==> src/rtl/alu_seq_if.sv <==
`default_nettype none
// ----------------------------------------------------------------------------
// Module : alu_seq_if
// Brief  : Operand/op input beat and result output beat of alu_seq, each
//          with its own valid/ready pair.
// Rev    : 1.0  initial release
// ----------------------------------------------------------------------------
interface alu_seq_if #(
   parameter int WIDTH = 4
);
   logic             in_valid;
   logic             in_ready;
   logic [2:0]       in_sel;
   logic [WIDTH-1:0] in_a;
   logic [WIDTH-1:0] in_b;
   logic             out_valid;
   logic             out_ready;
   logic [WIDTH-1:0] out_f;
   logic [WIDTH-1:0] out_f_hi;
   logic             out_cout;
   logic             out_zero;
   logic             out_neg;
   logic             out_ovf;

   // Source of operands and consumer of results.
   modport master (
      output in_valid, in_sel, in_a, in_b, out_ready,
      input  in_ready, out_valid, out_f, out_f_hi, out_cout, out_zero,
             out_neg, out_ovf
   );

   // The ALU itself.
   modport slave (
      input  in_valid, in_sel, in_a, in_b, out_ready,
      output in_ready, out_valid, out_f, out_f_hi, out_cout, out_zero,
             out_neg, out_ovf
   );
endinterface
`default_nettype wire

==> src/rtl/alu_seq.sv <==
`default_nettype none
// ----------------------------------------------------------------------------
// Module : alu_seq
// Brief  : Handshaked WIDTH-bit ALU with registered result/flags and an
//          optional multi-cycle shift-add unsigned multiplier on op 7.
// Rev    : 1.0  initial release
// ----------------------------------------------------------------------------
module alu_seq #(
   parameter int WIDTH  = 4,
   parameter bit MUL_EN = 1'b1
) (
   input  wire logic   clk,
   input  wire logic   rst_n,
   alu_seq_if.slave    bus
);
   localparam int CW = $clog2(WIDTH) + 1;

   typedef enum logic [0:0] {
      IDLE     = 1'b0,
      MUL_BUSY = 1'b1
   } state_t;

   state_t             state_q, state_d;
   logic               out_valid_q, out_valid_d;
   logic [WIDTH-1:0]   out_f_q, out_f_d;
   logic [WIDTH-1:0]   out_f_hi_q, out_f_hi_d;
   logic               cout_q, cout_d;
   logic               zero_q, zero_d;
   logic               neg_q, neg_d;
   logic               ovf_q, ovf_d;
   logic [WIDTH-1:0]   mcand_q, mcand_d;
   // Upper half is the accumulator, lower half starts as the multiplier and
   // is shifted out one bit per step as product bits shift in from above.
   logic [2*WIDTH-1:0] prod_q, prod_d;
   logic [CW-1:0]      cnt_q, cnt_d;
   logic [1:0]         rst_sync_q, rst_sync_d;

   logic               rst_int_n;
   logic               accept;
   logic [WIDTH:0]     a_ext, b_ext, alu_r;
   logic               alu_ovf, alu_is_mul;
   logic [WIDTH:0]     mul_sum;
   logic [2*WIDTH-1:0] prod_step;

   // Reset synchroniser: asserts with rst_n, releases two edges later.
   always_comb rst_sync_d = {rst_sync_q[0], 1'b1};

   // Reset synchroniser register.
   always_ff @(posedge clk or negedge rst_n) begin
      if (!rst_n) rst_sync_q <= 2'b00;
      else        rst_sync_q <= rst_sync_d;
   end

   assign rst_int_n    = rst_sync_q[1];
   assign bus.in_ready = rst_int_n && (state_q == IDLE) &&
                         (!out_valid_q || bus.out_ready);
   assign accept       = bus.in_valid && bus.in_ready;

   // Single-cycle datapath, arithmetic evaluated one bit wider for carry.
   always_comb begin
      a_ext      = {1'b0, bus.in_a};
      b_ext      = {1'b0, bus.in_b};
      alu_r      = '0;
      alu_ovf    = 1'b0;
      alu_is_mul = 1'b0;
      case (bus.in_sel)
         3'd0: begin
            alu_r   = a_ext + b_ext;
            alu_ovf = (bus.in_a[WIDTH-1] == bus.in_b[WIDTH-1]) &&
                      (alu_r[WIDTH-1] != bus.in_a[WIDTH-1]);
         end
         3'd1: begin
            alu_r   = a_ext + {1'b0, ~bus.in_b} + {{WIDTH{1'b0}}, 1'b1};
            alu_ovf = (bus.in_a[WIDTH-1] != bus.in_b[WIDTH-1]) &&
                      (alu_r[WIDTH-1] != bus.in_a[WIDTH-1]);
         end
         3'd2: begin
            // The +1 operand is positive, so only a positive A can overflow.
            alu_r   = a_ext + {{WIDTH{1'b0}}, 1'b1};
            alu_ovf = !bus.in_a[WIDTH-1] && alu_r[WIDTH-1];
         end
         3'd3: begin
            // Subtracting +1: only a negative A can wrap to positive.
            alu_r   = a_ext + {1'b0, {WIDTH{1'b1}}};
            alu_ovf = bus.in_a[WIDTH-1] && !alu_r[WIDTH-1];
         end
         3'd4:    alu_r = {1'b0, bus.in_a & bus.in_b};
         3'd5:    alu_r = {1'b0, bus.in_a | bus.in_b};
         3'd6:    alu_r = {1'b0, bus.in_a ^ bus.in_b};
         default: begin
            if (MUL_EN) alu_is_mul = 1'b1;
            else        alu_r      = {1'b0, ~bus.in_a};
         end
      endcase
   end

   // FSM next state, multiplier step and output register load.
   always_comb begin
      state_d     = state_q;
      out_valid_d = out_valid_q && !bus.out_ready;
      out_f_d     = out_f_q;
      out_f_hi_d  = out_f_hi_q;
      cout_d      = cout_q;
      zero_d      = zero_q;
      neg_d       = neg_q;
      ovf_d       = ovf_q;
      mcand_d     = mcand_q;
      prod_d      = prod_q;
      cnt_d       = cnt_q;
      mul_sum     = {1'b0, prod_q[2*WIDTH-1:WIDTH]} +
                    (prod_q[0] ? {1'b0, mcand_q} : {(WIDTH+1){1'b0}});
      prod_step   = {mul_sum, prod_q[WIDTH-1:1]};
      case (state_q)
         IDLE: begin
            if (accept) begin
               if (alu_is_mul) begin
                  state_d = MUL_BUSY;
                  mcand_d = bus.in_a;
                  prod_d  = {{WIDTH{1'b0}}, bus.in_b};
                  cnt_d   = '0;
               end else begin
                  out_valid_d = 1'b1;
                  out_f_d     = alu_r[WIDTH-1:0];
                  out_f_hi_d  = '0;
                  cout_d      = alu_r[WIDTH];
                  zero_d      = (alu_r[WIDTH-1:0] == '0);
                  neg_d       = alu_r[WIDTH-1];
                  ovf_d       = alu_ovf;
               end
            end
         end
         MUL_BUSY: begin
            prod_d = prod_step;
            cnt_d  = cnt_q + CW'(1);
            if (cnt_q == CW'(WIDTH - 1)) begin
               state_d     = IDLE;
               out_valid_d = 1'b1;
               out_f_d     = prod_step[WIDTH-1:0];
               out_f_hi_d  = prod_step[2*WIDTH-1:WIDTH];
               cout_d      = 1'b0;
               zero_d      = (prod_step == '0);
               neg_d       = prod_step[WIDTH-1];
               ovf_d       = 1'b0;
            end
         end
         default: state_d = IDLE;
      endcase
   end

   // State, multiplier and output registers.
   always_ff @(posedge clk or negedge rst_int_n) begin
      if (!rst_int_n) begin
         state_q     <= IDLE;
         out_valid_q <= 1'b0;
         out_f_q     <= '0;
         out_f_hi_q  <= '0;
         cout_q      <= 1'b0;
         zero_q      <= 1'b0;
         neg_q       <= 1'b0;
         ovf_q       <= 1'b0;
         mcand_q     <= '0;
         prod_q      <= '0;
         cnt_q       <= '0;
      end else begin
         state_q     <= state_d;
         out_valid_q <= out_valid_d;
         out_f_q     <= out_f_d;
         out_f_hi_q  <= out_f_hi_d;
         cout_q      <= cout_d;
         zero_q      <= zero_d;
         neg_q       <= neg_d;
         ovf_q       <= ovf_d;
         mcand_q     <= mcand_d;
         prod_q      <= prod_d;
         cnt_q       <= cnt_d;
      end
   end

   assign bus.out_valid = out_valid_q;
   assign bus.out_f     = out_f_q;
   assign bus.out_f_hi  = out_f_hi_q;
   assign bus.out_cout  = cout_q;
   assign bus.out_zero  = zero_q;
   assign bus.out_neg   = neg_q;
   assign bus.out_ovf   = ovf_q;
endmodule
`default_nettype wire

==> src/flat_wrapper.sv <==
// flat-port wrapper written by rule: the top's interface ports become plain ports
module alu_seq_flat 
#(
   parameter int WIDTH  = 4,
   parameter bit MUL_EN = 1'b1
)
  (clk, rst_n, bus_in_valid, bus_in_sel, bus_in_a, bus_in_b, bus_out_ready, bus_in_ready, bus_out_valid, bus_out_f, bus_out_f_hi, bus_out_cout, bus_out_zero, bus_out_neg, bus_out_ovf);
  alu_seq_if #(.WIDTH(WIDTH)) bus_i ();
  input  wire logic clk;
  input  wire logic rst_n;
  input wire logic [$bits(bus_i.in_valid)-1:0] bus_in_valid;
  input wire logic [$bits(bus_i.in_sel)-1:0] bus_in_sel;
  input wire logic [$bits(bus_i.in_a)-1:0] bus_in_a;
  input wire logic [$bits(bus_i.in_b)-1:0] bus_in_b;
  input wire logic [$bits(bus_i.out_ready)-1:0] bus_out_ready;
  output wire logic [$bits(bus_i.in_ready)-1:0] bus_in_ready;
  output wire logic [$bits(bus_i.out_valid)-1:0] bus_out_valid;
  output wire logic [$bits(bus_i.out_f)-1:0] bus_out_f;
  output wire logic [$bits(bus_i.out_f_hi)-1:0] bus_out_f_hi;
  output wire logic [$bits(bus_i.out_cout)-1:0] bus_out_cout;
  output wire logic [$bits(bus_i.out_zero)-1:0] bus_out_zero;
  output wire logic [$bits(bus_i.out_neg)-1:0] bus_out_neg;
  output wire logic [$bits(bus_i.out_ovf)-1:0] bus_out_ovf;
  assign bus_i.in_valid = bus_in_valid;
  assign bus_i.in_sel = bus_in_sel;
  assign bus_i.in_a = bus_in_a;
  assign bus_i.in_b = bus_in_b;
  assign bus_i.out_ready = bus_out_ready;
  assign bus_in_ready = bus_i.in_ready;
  assign bus_out_valid = bus_i.out_valid;
  assign bus_out_f = bus_i.out_f;
  assign bus_out_f_hi = bus_i.out_f_hi;
  assign bus_out_cout = bus_i.out_cout;
  assign bus_out_zero = bus_i.out_zero;
  assign bus_out_neg = bus_i.out_neg;
  assign bus_out_ovf = bus_i.out_ovf;
  alu_seq #(.WIDTH(WIDTH), .MUL_EN(MUL_EN)) u_core (.clk(clk), .rst_n(rst_n), .bus(bus_i));
endmodule
==> config.mk <==
export PLATFORM = sky130hd
export DESIGN_NAME = alu_seq_flat
export DESIGN_NICKNAME = d
export VERILOG_FILES = /design/src/rtl/alu_seq_if.sv /design/src/rtl/alu_seq.sv /design/src/flat_wrapper.sv
export SDC_FILE = /design/constraint.sdc
export NUM_CORES = 1
export LEC_CHECK = 0
export CAP_MARGIN = 20
export CORE_MARGIN = 2
export CORE_UTILIZATION = 55
export CTS_BUF_LIST = sky130_fd_sc_hd__clkbuf_16
export DETAILED_ROUTE_END_ITERATION = 10
export GPL_TIMING_DRIVEN = 0
export HOLD_SLACK_MARGIN = 0.08
export PLACE_DENSITY = 0.8
export SYNTH_ARGS = -nofsm -noshare
export SYNTH_HDL_FRONTEND = slang
export SYNTH_SLANG_ARGS = --single-unit
==> constraint.sdc <==
create_clock -name clk -period 3.9 [get_ports clk]
set_input_delay 0.585 -clock clk [delete_from_list [all_inputs] [get_ports clk]]
set_output_delay 0.585 -clock clk [all_outputs]
set_load 0.03 [all_outputs]
======== Word-level counts from Yosys, hierarchy flattened ========
Index checks and enable logic that the tools add are counted.
cells by class
  add/subtract/negate cells ............... 7
  eq/ne operators ......................... 15
  muxes and demuxes ....................... 40
  bitwise operators ....................... 6
  reduce and logical (&&, ||, !) cells .... 20
operator list
  cell                                                                   count
  5-bit one-hot mux with 7 select lines                                  1
  4-bit 2-to-1 mux                                                       7
  1-bit 2-to-1 mux                                                       17
  8-bit 2-to-1 mux                                                       2
  4-bit one-hot mux with 2 select lines                                  2
  8-bit one-hot mux with 2 select lines                                  1
  1-bit one-hot mux with 2 select lines                                  6
  4-bit by 4-bit adder with 5-bit output                                 2
  3-bit by 2-bit equality test with 1-bit output, second input constant  3
  3-bit equality test, second input constant                             3
  1-bit logical AND                                                      8
  8-bit logical NOT                                                      1
  7-bit OR reduction                                                     1
  3-bit 2-to-1 mux                                                       2
  2-bit != test, second input constant                                   3
  3-bit one-hot mux with 2 select lines                                  1
  3-bit AND reduction                                                    2
  4-bit by 1-bit adder with 5-bit output, second input constant          1
  4-bit by 4-bit adder with 5-bit output, second input constant          1
  4-bit by 5-bit adder with 5-bit output                                 1
  5-bit by 1-bit adder with 5-bit output, second input constant          1
  4-bit AND                                                              1
  1-bit logical NOT                                                      4
  4-bit logical NOT                                                      1
  13 further kinds                                                       16
storage, ports and cells
  register bits ........................... 31
  bits of input ports ..................... 15
  logic and storage cells ................. 100

======== Logic depth before layout (Yosys ltp) ========
  depth after elaboration ................. 9
  depth in mapped cells ................... 9
  depth with buffers taken out ............ 9

======== Worst setup path after synthesis ========
Ideal clock, no wire load.
  kind .................................... input-to-reg
  start ................................... input bus_in_a[0]
  end ..................................... register u_core.cout_q, in the netlist u_core.bus.out_cout
  setup time .............................. 0.122 ns
  arrival time ............................ 2.005 ns
  data required time ...................... 3.778 ns
  slack ................................... 1.774 ns
  stages on the path ...................... 8
  path buffers ............................ 0
  path through ............................ inv_1 > ha_1 > inv_1 > fa_1 > a21oi_1 > o21bai_1 > a211o_1 > a32o_1
on the way
  cells in the longest elaborated chain, start to end .. 6
  elaborated cells between the ends (all ways) .. 9
ends and longest elaborated chain
  item                                       RTL line            source
  start: declaration                         flat_wrapper.sv:13  input wire logic [$bits(bus_i.in_a)-1:0] bus_in_a;
  4-bit by 4-bit adder with 5-bit output     alu_seq.sv:73       alu_r = a_ext + {1'b0, ~bus.in_b} + {{WIDTH{1'b0}}, 1'b1};
  5-bit by 1-bit adder with 5-bit output     alu_seq.sv:73
  5-bit one-hot mux with 7 select lines (*)  alu_seq.sv:66       case (bus.in_sel)
  1-bit 2-to-1 mux (*)                       alu_seq.sv:116      if (alu_is_mul) begin
  1-bit 2-to-1 mux (*)                       alu_seq.sv:115      if (accept) begin
  1-bit one-hot mux with 2 select lines (*)  alu_seq.sv:113      case (state_q)
  end signal: assignment                     alu_seq.sv:169      cout_q <= cout_d;
  end: declaration                           alu_seq.sv:27       logic cout_q, cout_d;
Mark *: on every way between the ends. The rest lies on a longest branch, timed or not. The select of a mux whose other input is x is not followed.
A chain may end at the register's enable or synchronous reset.

======== Worst setup path in the final report ========
  start ................................... input bus_in_a[1]
  end ..................................... register u_core.zero_q, in the netlist u_core.bus.out_zero
on the way
  cells in the longest elaborated chain, start to end .. 7
  elaborated cells between the ends (all ways) .. 13
ends and longest elaborated chain
  item                                       RTL line        source
  4-bit by 4-bit adder with 5-bit output     alu_seq.sv:73
  5-bit by 1-bit adder with 5-bit output     alu_seq.sv:73
  5-bit one-hot mux with 7 select lines (*)  alu_seq.sv:66
  4-bit logical NOT (*)                      alu_seq.sv:126  zero_d = (alu_r[WIDTH-1:0] == '0);
  1-bit 2-to-1 mux (*)                       alu_seq.sv:116
  1-bit 2-to-1 mux (*)                       alu_seq.sv:115
  1-bit one-hot mux with 2 select lines (*)  alu_seq.sv:113
  end signal: assignment                     alu_seq.sv:170  zero_q <= zero_d;
  end: declaration                           alu_seq.sv:28   logic zero_q, zero_d;
Marked as above.

==> impl_metrics.toml <==
[status]
run_status = "finished, final reports clean"

[grt]
gr-total-overflow = 0
grtUsageMet2 = 0.408
antenna_found_initial = 0
grtUsageMet3 = 0.0400
grt-busiest-layer = "met2"
grtUsageTotal = 0.255
grt_use_met1 = 0.369
first_global_vias = 1817
grt_max_degree = 20
grt_pass1_wl_mm = 8.65

[critical_path]
end_kind = "flop"
arrival_ns = 2.90
required_ns = 4.06
worst-setup-path-type = "in -> reg"
critical_path.cell_chain = "clkdlybuf4s50_1 > inv_1 > nor3_1 > ha_1 > or2_2 > a211oi_1 > a211o_1 > nor3b_2 > a31o_1"
crit_path_max_fanout = 6
cp-start-kind = "primary input"
critPathMaxStageDelay_ns = 0.63
cp_slowest_cell = "clkdlybuf4s50_1"

[place]
dp_hpwl_mm = 3.97
gp_congestion = 0.908
placed_cell_area_sq_um = 2570
io_buffers = 27
dp.cells = 331
dp_slack_ns = 0.928

[pwr]
ir_drop_v = 0.000378
power.density_nw_per_um2 = 564
power.leakage_nw = 1.27
seqPwrFrac = 0.325
p_sw_frac = 0.382
pwr-share-comb = 0.444
pwr-share-clk = 0.231
switchingPower_uw = 584
internal_power_uw = 944

[sta]
finalClockSkew_ns = 0.00440
fin_crit_sh = 0.704
setup_viol = 0
slew_violations = 0
max_freq_ghz = 0.364
finalWorstPathRequiredPeriod_ns = 2.74
setup_ws_ns = 1.16
hold_viol_final = 0
grt_setup_unrepaired = "no"
worstMarginPinSlew_ns = 0.518
slew_headroom = 0.654
setup_tns_ns = 0

[cts]
tritoncts = "done"
clock_path_buffers = 2
ctsHtreeMaxLevel = 2
clk_root_buffer_cell = "clkbuf_16"
cts_buffers = 5
cts_setup_buffers = 0
worstSkewPairLatency_ns = 0.27
postCtsHoldBufs = 0
ctsResizeCount = 0
clock_sinks = 30
clk_pin_slew_ns = 0.05

[synth]
syn_inst = 253
synth-warning-count = 0
avgSynthCellArea_sq_um = 8.74
synth_seq_cells = 30
syn-cell-area_sq_um = 2210
synth-async-reset-ratio = 1.00
synth.distinct_cells = 51
yosysTopAreaCell = "dfrtp_1"
yosys-top-cells-area = "dfrtp_1 (34%), ha_1 (12%), nand2_1 (6.1%)"
seq_area_frac_synth = 0.340
synth_top_cell_area_share = 0.340
synthFlopType = "dfrtp_1"
synth_edf_count = 0
synth_nets = 293

[detailed_routing]
drt_iter0_drc = 129
wl_mm = 5.15
antenna_left = 0
drc = 0
drt_pass1_iterations = 5
vias_per_cell = 5.69
wl_per_cell_um = 15.2
routed-via-count = 1928

[cells_and_area]
fin_nets = 328
final_cells = 339
final_area_sq_um = 2710
post_route_cells_drive_above_1_share = 0.0865
n_fill_cell = 308
antenna_cells = 0
area_delta_synth_final_pct = 22.5

[floorplan]
core_area_sq_um = 3940
die_h_um = 67.4
die_area_sq_um = 4540
fp.dieW_um = 67.4
row_count = 23
ios = 29
start_util = 0.561

[job]
max_cap_viol_count = 0

[worst_hold_path]
min-delay-path-class = "reg -> async"
[final cells by class]
| cell class | count | area [sq um] | area share |
|---|---|---|---|
| multi-input combinational | 189 | 1290 | 0.478 |
| tap | 50 | 62.6 | 0.0231 |
| buffer | 15 | 93.8 | 0.0346 |
| sequential | 30 | 751 | 0.277 |
| timing repair buffer | 28 | 298 | 0.110 |
| inverter | 19 | 71.3 | 0.0263 |
| clock buffer | 5 | 125 | 0.0462 |
| clock inverter | 3 | 12.5 | 0.00462 |
[critical path: cells and delay by family]
family                   cells  cell delay (ns)
adder cells (fa/ha/maj)      1             0.28
buffers and inverters        2             0.81
AND/OR/NAND/NOR              3             0.62
AO/OA/AOI/OAI                3             0.60
[cell usage after synthesis, drive strengths merged (2+ instances only)]
cell,instances
a211o,3
a211oi,2
a21o,2
a21oi,21
and2,7
buf,11
clkbuf,4
dfrtp,30
fa,3
ha,22
inv,19
mux2i,5
nand2,36
nand2b,5
nand3,3
nand3b,2
nand4,3
nor2,13
nor2b,5
nor3,4
nor4,3
o21ai,18
o21bai,2
o221ai,2
o22ai,2
o31a,2
o31ai,3
xnor2,3
[power groups by stage]
stage | logic, mW | registers [mW] | clock network, mW
2_1_floorplan | 0.359 | 0.580 | 0
3_5_place_dp | 0.674 | 0.499 | 0
3_3_place_gp | 0.653 | 0.499 | 0
6_report | 0.678 | 0.497 | 0.352
5_1_grt | 0.745 | 0.510 | 0.374
4_1_cts | 0.680 | 0.496 | 0.358
[layer usage]
metal / share of wire / vias to the layer above
li1: - / 944
met1: 0.46 / 913
met2: 0.48 / 66
met3: 0.059 / 5
met4: 0.0052 / 0
met5: 0 / -
[flip-flops by register name, summed over array words and instances, names as in the netlist, 2 cells and up]
register             count
u_core.prod_q            8
u_core.bus.out_f_hi      4
u_core.mcand_q           4
u_core.bus.out_f         3
u_core.cnt_q             3
u_core.rst_sync_q        2
[final timing paths]
check / from / endpoint / slack (ns) / cells after the start
max: bus_in_a[1] / u_core.bus.out_zero / 1.16 / 9
min: u_core.rst_sync_q[1] / u_core.cnt_q[2] / 0.21 / 0
max reg2reg: u_core.prod_q[0] / u_core.bus.out_zero / 1.72 / 9
min reg2reg: u_core.rst_sync_q[1] / u_core.cnt_q[2] / 0.21 / 0
max in group asynchronous: u_core.rst_sync_q[1] / u_core.prod_q[7] / 3.22 / 1
min in group clk: u_core.rst_sync_q[0] / u_core.rst_sync_q[1] / 0.35 / 0
[cells in the final DEF, fill, tap and decap left out, types with 6 or more instances in the layout]
cell,n
ha_1,22
nand2_1,36
nor2_1,13
and2_1,7
buf_2,6
o21ai_0,17
dfrtp_1,30
clkdlybuf4s50_1,27
inv_1,20
a21oi_1,21
[cells by family (layout without fill, tap and decap cells)]
logic type                 count (synthesis)  count (layout)  synth area share
xor gates and xnor gates                   3               3            0.0119
and+or+nand+nor                           90              90             0.207
muxes                                      6               6            0.0277
adders and majority gates                 25              25             0.152
other                                      1               1           0.00170
buffers and inverters                     34              70            0.0747
DFF                                       30              30             0.340
AOI/OAI and AO/OA                         64              64             0.186
[stage by stage]
| stage | total power, mW | utilization | hold slack (ns) |
|---|---|---|---|
| 2_1_floorplan | 0.938 | - | 0.289 |
| 3_3_place_gp | 1.15 | 0.645 | 0.335 |
| 3_5_place_dp | 1.17 | 0.652 | 0.230 |
| 4_1_cts | 1.53 | 0.687 | 0.230 |
| 5_1_grt | 1.63 | 0.687 | 0.265 |
| 6_report | 1.53 | 0.687 | 0.212 |
No activity file was read; power rests on OpenSTA's default activity.
